[src/rtl/bram_pingpong_counter_if.sv]
// Sample-capture control bundle between a receiver/host and the ping-pong BRAM address generator.
// master drives strobes and host acks; slave returns the BRAM write port and status.
interface bram_pingpong_counter_if #(
  parameter int ADDR_W = 32
);
  logic              hab;
  logic              valid;
  logic              start;
  logic              clr;
  logic              ack;
  logic              enable;
  logic [ADDR_W-1:0] addr;
  logic              done;
  logic              done_bank;
  logic              overrun;
  logic [15:0]       ovr_cnt;

  modport master (
    output hab, valid, start, clr, ack,
    input  enable, addr, done, done_bank, overrun, ovr_cnt
  );

  modport slave (
    input  hab, valid, start, clr, ack,
    output enable, addr, done, done_bank, overrun, ovr_cnt
  );
endinterface

[src/rtl/bram_pingpong_counter.sv]
// Ping-pong BRAM write-address generator: two DEPTH-sample banks, host acks a drained bank.
// Latency 1 cycle (enable/addr/done registered); no backpressure, samples in STALL are dropped and flagged.
// OVERRUN_COUNT_EN adds a saturating 16-bit drop counter; otherwise ovr_cnt is tied to zero.
module bram_pingpong_counter #(
  parameter int ADDR_W = 32,
  parameter int DEPTH  = 1024,
  parameter int STEP   = 4,
  parameter int BASE   = 0
) (
  input logic                   clk,
  input logic                   rst,
  bram_pingpong_counter_if.slave bus
);
  localparam int IW = $clog2(DEPTH);
  localparam logic [IW-1:0]     IDX_LAST  = IW'(DEPTH - 1);
  localparam logic [ADDR_W-1:0] BASE_ADDR = ADDR_W'(BASE);

  typedef enum logic [1:0] {IDLE, RUN, STALL} state_t;

  state_t            state_q, state_d;
  logic              bank_q, bank_d;
  logic [IW-1:0]     idx_q, idx_d;
  logic [1:0]        full_q, full_d;
  logic              enable_q, enable_d;
  logic [ADDR_W-1:0] addr_q, addr_d;
  logic              done_q, done_d;
  logic              done_bank_q, done_bank_d;
  logic              overrun_q, overrun_d;
  logic [ADDR_W-1:0] wr_addr;

  // {bank, idx} equals bank*DEPTH + idx because DEPTH is a power of two
  assign wr_addr = BASE_ADDR + ADDR_W'({bank_q, idx_q}) * ADDR_W'(STEP);

  always_ff @(posedge clk or negedge rst) begin
    if (!rst) begin
      state_q     <= IDLE;
      bank_q      <= 1'b0;
      idx_q       <= '0;
      full_q      <= 2'b00;
      enable_q    <= 1'b0;
      addr_q      <= BASE_ADDR;
      done_q      <= 1'b0;
      done_bank_q <= 1'b0;
      overrun_q   <= 1'b0;
    end else begin
      state_q     <= state_d;
      bank_q      <= bank_d;
      idx_q       <= idx_d;
      full_q      <= full_d;
      enable_q    <= enable_d;
      addr_q      <= addr_d;
      done_q      <= done_d;
      done_bank_q <= done_bank_d;
      overrun_q   <= overrun_d;
    end
  end

  always_comb begin
    state_d     = state_q;
    bank_d      = bank_q;
    idx_d       = idx_q;
    full_d      = full_q;
    enable_d    = 1'b0;
    addr_d      = addr_q;
    done_d      = 1'b0;
    done_bank_d = done_bank_q;
    overrun_d   = overrun_q;

    if (bus.clr) begin
      state_d     = IDLE;
      bank_d      = 1'b0;
      idx_d       = '0;
      full_d      = 2'b00;
      addr_d      = BASE_ADDR;
      done_bank_d = 1'b0;
      overrun_d   = 1'b0;
    end else begin
      // host release is applied before the fill decision so a coincident ack avoids STALL
      if (bus.ack) begin
        full_d[~bank_q] = 1'b0;
      end

      case (state_q)
        IDLE: begin
          if (bus.start) begin
            state_d = RUN;
            bank_d  = 1'b0;
            idx_d   = '0;
          end
        end
        RUN: begin
          if (bus.hab && bus.valid) begin
            enable_d = 1'b1;
            addr_d   = wr_addr;
            idx_d    = idx_q + IW'(1);
            if (idx_q == IDX_LAST) begin
              full_d[bank_q] = 1'b1;
              done_d         = 1'b1;
              done_bank_d    = bank_q;
              if (!full_d[~bank_q]) begin
                bank_d = ~bank_q;
              end else begin
                state_d = STALL;
              end
            end
          end
        end
        STALL: begin
          if (bus.hab && bus.valid) begin
            overrun_d = 1'b1;
          end
          // resume once the other bank is free; an ack seen while hab is low is honoured later
          if (bus.hab && !full_d[~bank_q]) begin
            bank_d  = ~bank_q;
            idx_d   = '0;
            state_d = RUN;
          end
        end
        default: begin
          state_d = IDLE;
        end
      endcase
    end
  end

  assign bus.enable    = enable_q;
  assign bus.addr      = addr_q;
  assign bus.done      = done_q;
  assign bus.done_bank = done_bank_q;
  assign bus.overrun   = overrun_q;

`ifdef OVERRUN_COUNT_EN
  logic        drop;
  logic [15:0] ovr_cnt_q;

  assign drop = (state_q == STALL) && bus.hab && bus.valid && !bus.clr;

  always_ff @(posedge clk or negedge rst) begin
    if (!rst) begin
      ovr_cnt_q <= 16'h0000;
    end else if (bus.clr) begin
      ovr_cnt_q <= 16'h0000;
    end else if (drop && (ovr_cnt_q != 16'hFFFF)) begin
      ovr_cnt_q <= ovr_cnt_q + 16'h0001;
    end
  end

  assign bus.ovr_cnt = ovr_cnt_q;
`else
  assign bus.ovr_cnt = 16'h0000;
`endif

endmodule
[src/flat_wrapper.sv]
// flat-port wrapper written by rule: the top's interface ports become plain ports
module bram_pingpong_counter_flat 
#(
  parameter int ADDR_W = 32,
  parameter int DEPTH  = 1024,
  parameter int STEP   = 4,
  parameter int BASE   = 0
)
  (clk, rst, bus_hab, bus_valid, bus_start, bus_clr, bus_ack, bus_enable, bus_addr, bus_done, bus_done_bank, bus_overrun, bus_ovr_cnt);
  bram_pingpong_counter_if #(.ADDR_W(ADDR_W)) bus_i ();
  input logic clk;
  input logic rst;
  input wire logic [$bits(bus_i.hab)-1:0] bus_hab;
  input wire logic [$bits(bus_i.valid)-1:0] bus_valid;
  input wire logic [$bits(bus_i.start)-1:0] bus_start;
  input wire logic [$bits(bus_i.clr)-1:0] bus_clr;
  input wire logic [$bits(bus_i.ack)-1:0] bus_ack;
  output wire logic [$bits(bus_i.enable)-1:0] bus_enable;
  output wire logic [$bits(bus_i.addr)-1:0] bus_addr;
  output wire logic [$bits(bus_i.done)-1:0] bus_done;
  output wire logic [$bits(bus_i.done_bank)-1:0] bus_done_bank;
  output wire logic [$bits(bus_i.overrun)-1:0] bus_overrun;
  output wire logic [$bits(bus_i.ovr_cnt)-1:0] bus_ovr_cnt;
  assign bus_i.hab = bus_hab;
  assign bus_i.valid = bus_valid;
  assign bus_i.start = bus_start;
  assign bus_i.clr = bus_clr;
  assign bus_i.ack = bus_ack;
  assign bus_enable = bus_i.enable;
  assign bus_addr = bus_i.addr;
  assign bus_done = bus_i.done;
  assign bus_done_bank = bus_i.done_bank;
  assign bus_overrun = bus_i.overrun;
  assign bus_ovr_cnt = bus_i.ovr_cnt;
  bram_pingpong_counter #(.ADDR_W(ADDR_W), .DEPTH(DEPTH), .STEP(STEP), .BASE(BASE)) u_core (.clk(clk), .rst(rst), .bus(bus_i));
endmodule
[config.mk]
export PLATFORM = sky130hd
export DESIGN_NAME = bram_pingpong_counter_flat
export DESIGN_NICKNAME = d
export VERILOG_FILES = /design/src/rtl/bram_pingpong_counter_if.sv /design/src/rtl/bram_pingpong_counter.sv /design/src/flat_wrapper.sv
export SDC_FILE = /design/constraint.sdc
export NUM_CORES = 1
export LEC_CHECK = 0
export BUFFER_PORTS_ARGS = -buffer_cell sky130_fd_sc_hd__buf_2
export CAP_MARGIN = 0
export CORE_MARGIN = 10
export CORE_UTILIZATION = 51
export DETAILED_ROUTE_END_ITERATION = 7
export GPL_TIMING_DRIVEN = 0
export PLACE_DENSITY = 0.84
export SYNTH_ARGS = -nofsm -noshare
export SYNTH_HDL_FRONTEND = slang
export SYNTH_SLANG_ARGS = --single-unit
[constraint.sdc]
create_clock -name clk -period 2.2 [get_ports clk]
set_clock_uncertainty 0.1 [all_clocks]
set_input_delay 0.22 -clock clk [delete_from_list [all_inputs] [get_ports clk]]
set_output_delay 0.22 -clock clk [all_outputs]
set_load 0.05 [all_outputs]
==> out/results.tsv <==
metric	value	unit
most frequent cells in the layout	buf_4 (38), conb_1 (37), nand2_1 (32)	
Switch Pwr	605	uW
Fmax	0.494	GHz
Worst Path Arrival	2.11	ns
GR Overflow Total	0	
dpl ws	0.191	ns
TritonCTS clock tree	done	
Mapped Cells	208	
Async S/R FF share, synth	1.00	
unrepaired setup endpoints after global routing	no	
R2R cell count	5	
Final Cell Area	2320	sq um
syn_area_per_cell	9.19	sq um
worst hold stages	3	
DRC	0	
antenna violations before repair	0	
clock tree buffer depth	2	
critical path class	reg2reg	
Slew HR	0.560	
Lkg Pwr	0.00115	uW
PD cells	694	nW/um^2
vias per std cell	4.96	
nets	284	
area of the multi-input gates	946	sq um
area grow syn2layout	21.5	%
number of I/O pins	59	
P_int	1010	uW
first-pass GRT wire length	7230	um
fill count	315	
max-slew violations	0	
Port Buf Inserts	21	
Worst Hold Class	in2reg	
post-CTS setup buffer count	0	
slack of the critical path	0.175	ns
Top FF cell, synth	dfrtp_1	
Worst Path Max Fanout	8	
Tcrit/Tclk final	0.920	
Net Sw Frac	0.376	
number of global-route vias before repair	1635	
Final GP Congestion	0.838	
commonest non-fill, non-tap cell in the layout	buf_4	
CP endpoint kind	register	
initial drt markers	116	
Synth Register Bits	30	
DIE AREA	6590	sq um
sequential share of the synthesized area	0.393	
Slew @ Worst Pin	0.661	ns
CP max-delay cell	dfrtp_1	
share of cells above drive strength 1	0.299	
sequential power share	0.361	
DRT antenna net count	0	
critical-path cell list	ha_1 -> nand3_2 -> o41ai_1 -> and3b_1 -> mux2_1	
gr usage total	0.141	
FF+latch area	751	sq um
CTS root buffer	clkbuf_8	
yosys warns	0	
Worst VDD drop	276	uV
clock power share	0.292	
overall via count from detail_route	1597	
clock transition at the registers of the reported paths	0.07	ns
# setup viols final	0	
outcome	complete, no violations	
min cycle time layout	2.02	ns
post-route setup TNS	0	ns
Hold Fails Final Rpt	0	
number of clock sinks	30	
routed length per instance	13.0	um
largest net degree at the start of global routing	31	
Std-Cell Rows	22	
wirelength, routed	4200	um
library cells used by synthesis	47	
share of the synthesized area in the top cell type	0.393	
HPWL Detailed	3270	um
H-tree depth	2	
CTS buffer count	5	
core area	3630	sq um
clk_lat worst skew	0.29	ns
crit start category	register	
MaxCap Viol Count	0	
overall die width	81.2	um
Post-DP Area	2210	sq um
Synth Cell Area	1910	sq um
drt first pass iters	5	
EDFF count, synth	0	
Worst Path Required	2.28	ns
die height	81.2	um
largest area contributor in the netlist	dfrtp_1	
Initial Util	0.526	
Ant. Diodes	0	
Gate power share	0.347	
Largest stage delay, worst path	0.46	ns
synth top area cells	dfrtp_1 (39%), buf_4 (15%), nand2_1 (6.3%), a31oi_1 (3.9%), a21oi_1 (3.7%)	
-- Yosys cell counts (4+ instances only) --
| cell | number |
|---|---|
| a21oi_1 | 14 |
| a31oi_1 | 12 |
| buf_4 | 38 |
| clkbuf_1 | 5 |
| dfrtp_1 | 30 |
| ha_1 | 4 |
| inv_1 | 6 |
| mux2i_1 | 5 |
| nand2_1 | 32 |
| nand2b_1 | 4 |
| nor2_1 | 7 |
| nor2b_1 | 4 |
| nor3_1 | 4 |
-- sequential cells by signal, summed over array words and instances, names as in the netlist --
register,flops
u_core.bus.addr,11
u_core.idx_q,10
u_core.full_q,2
u_core.state_q,2
u_core.bank_q,1
u_core.bus.done,1
u_core.bus.done_bank,1
u_core.bus.enable,1
u_core.bus.overrun,1
-- through the flow --
stage | hold WS [ns] | util | instances | total power, uW
CTS | 0.141 | 0.637 | 322 | 1610
floorplan | -0.176 | - | 244 | 1060
detailed placement | 0.186 | 0.608 | 313 | 1140
global placement | 0.181 | 0.608 | 313 | 1130
global route | 0.160 | 0.639 | 322 | 1700
finish | 0.154 | 0.639 | 322 | 1610
-- critical path: cells and delay by family (launching register included) --
kind / cells / cell delay, ns
DFF: 1 / 0.46
muxes: 1 / 0.32
AOI/OAI and AO/OA: 1 / 0.37
adders and majority gates: 1 / 0.26
and+or+nand+nor: 2 / 0.41
-- power groups by stage --
stage	logic, uW	registers, uW	clock network (uW)
6_report	559	581	470
5_1_grt	615	583	503
4_1_cts	553	581	481
3_5_place_dp	550	591	0
3_3_place_gp	543	590	0
2_1_floorplan	464	594	0
-- area by class of cell --
type / instances / area share
Multi-Input combinational cell: 162 / 0.408
Sequential cell: 30 / 0.323
Buffer: 46 / 0.143
Timing Repair Buffer: 22 / 0.0496
Clock buffer: 6 / 0.0356
Tap cell: 48 / 0.0259
Inverter: 6 / 0.00970
Clock inverter: 2 / 0.00539
-- worst paths after layout --
| path | to | startpoint | slack [ns] |
|---|---|---|---|
| min in group asynchronous | u_core.state_q[0] | rst | 0.39 |
| max in group asynchronous | u_core.idx_q[5] | rst | 1.17 |
| setup / recovery | u_core.state_q[0] | u_core.idx_q[0] | 0.18 |
| setup reg to reg | u_core.state_q[0] | u_core.idx_q[0] | 0.18 |
| hold / removal | u_core.bus.overrun | bus_valid | 0.15 |
| hold reg to reg | u_core.bus.overrun | u_core.bus.overrun | 0.41 |
-- kinds of logic after synthesis --
family	count (synthesis)	synth area share
and+or+nand+nor	70	0.188
adders and majority gates	4	0.0262
muxes	7	0.0399
buffers and inverters	52	0.185
AOI/OAI and AO/OA	44	0.166
other	1	0.00196
DFF	30	0.393
-- what timing repair did --
item	4_1_cts	5_1_grt
setup endpoints to repair	0	4
hold buffers	1	0
hold endpoints to repair	30	0
resized for setup	0	1
-- metal layers --
metal / wire length (um) / GRT usage
met1: 1570 / 0.140
met4: 123 / 0.0882
met3: 462 / 0.0585
met2: 2050 / 0.240
met5: 0 / 0
No activity file was read; power rests on OpenSTA's default activity.
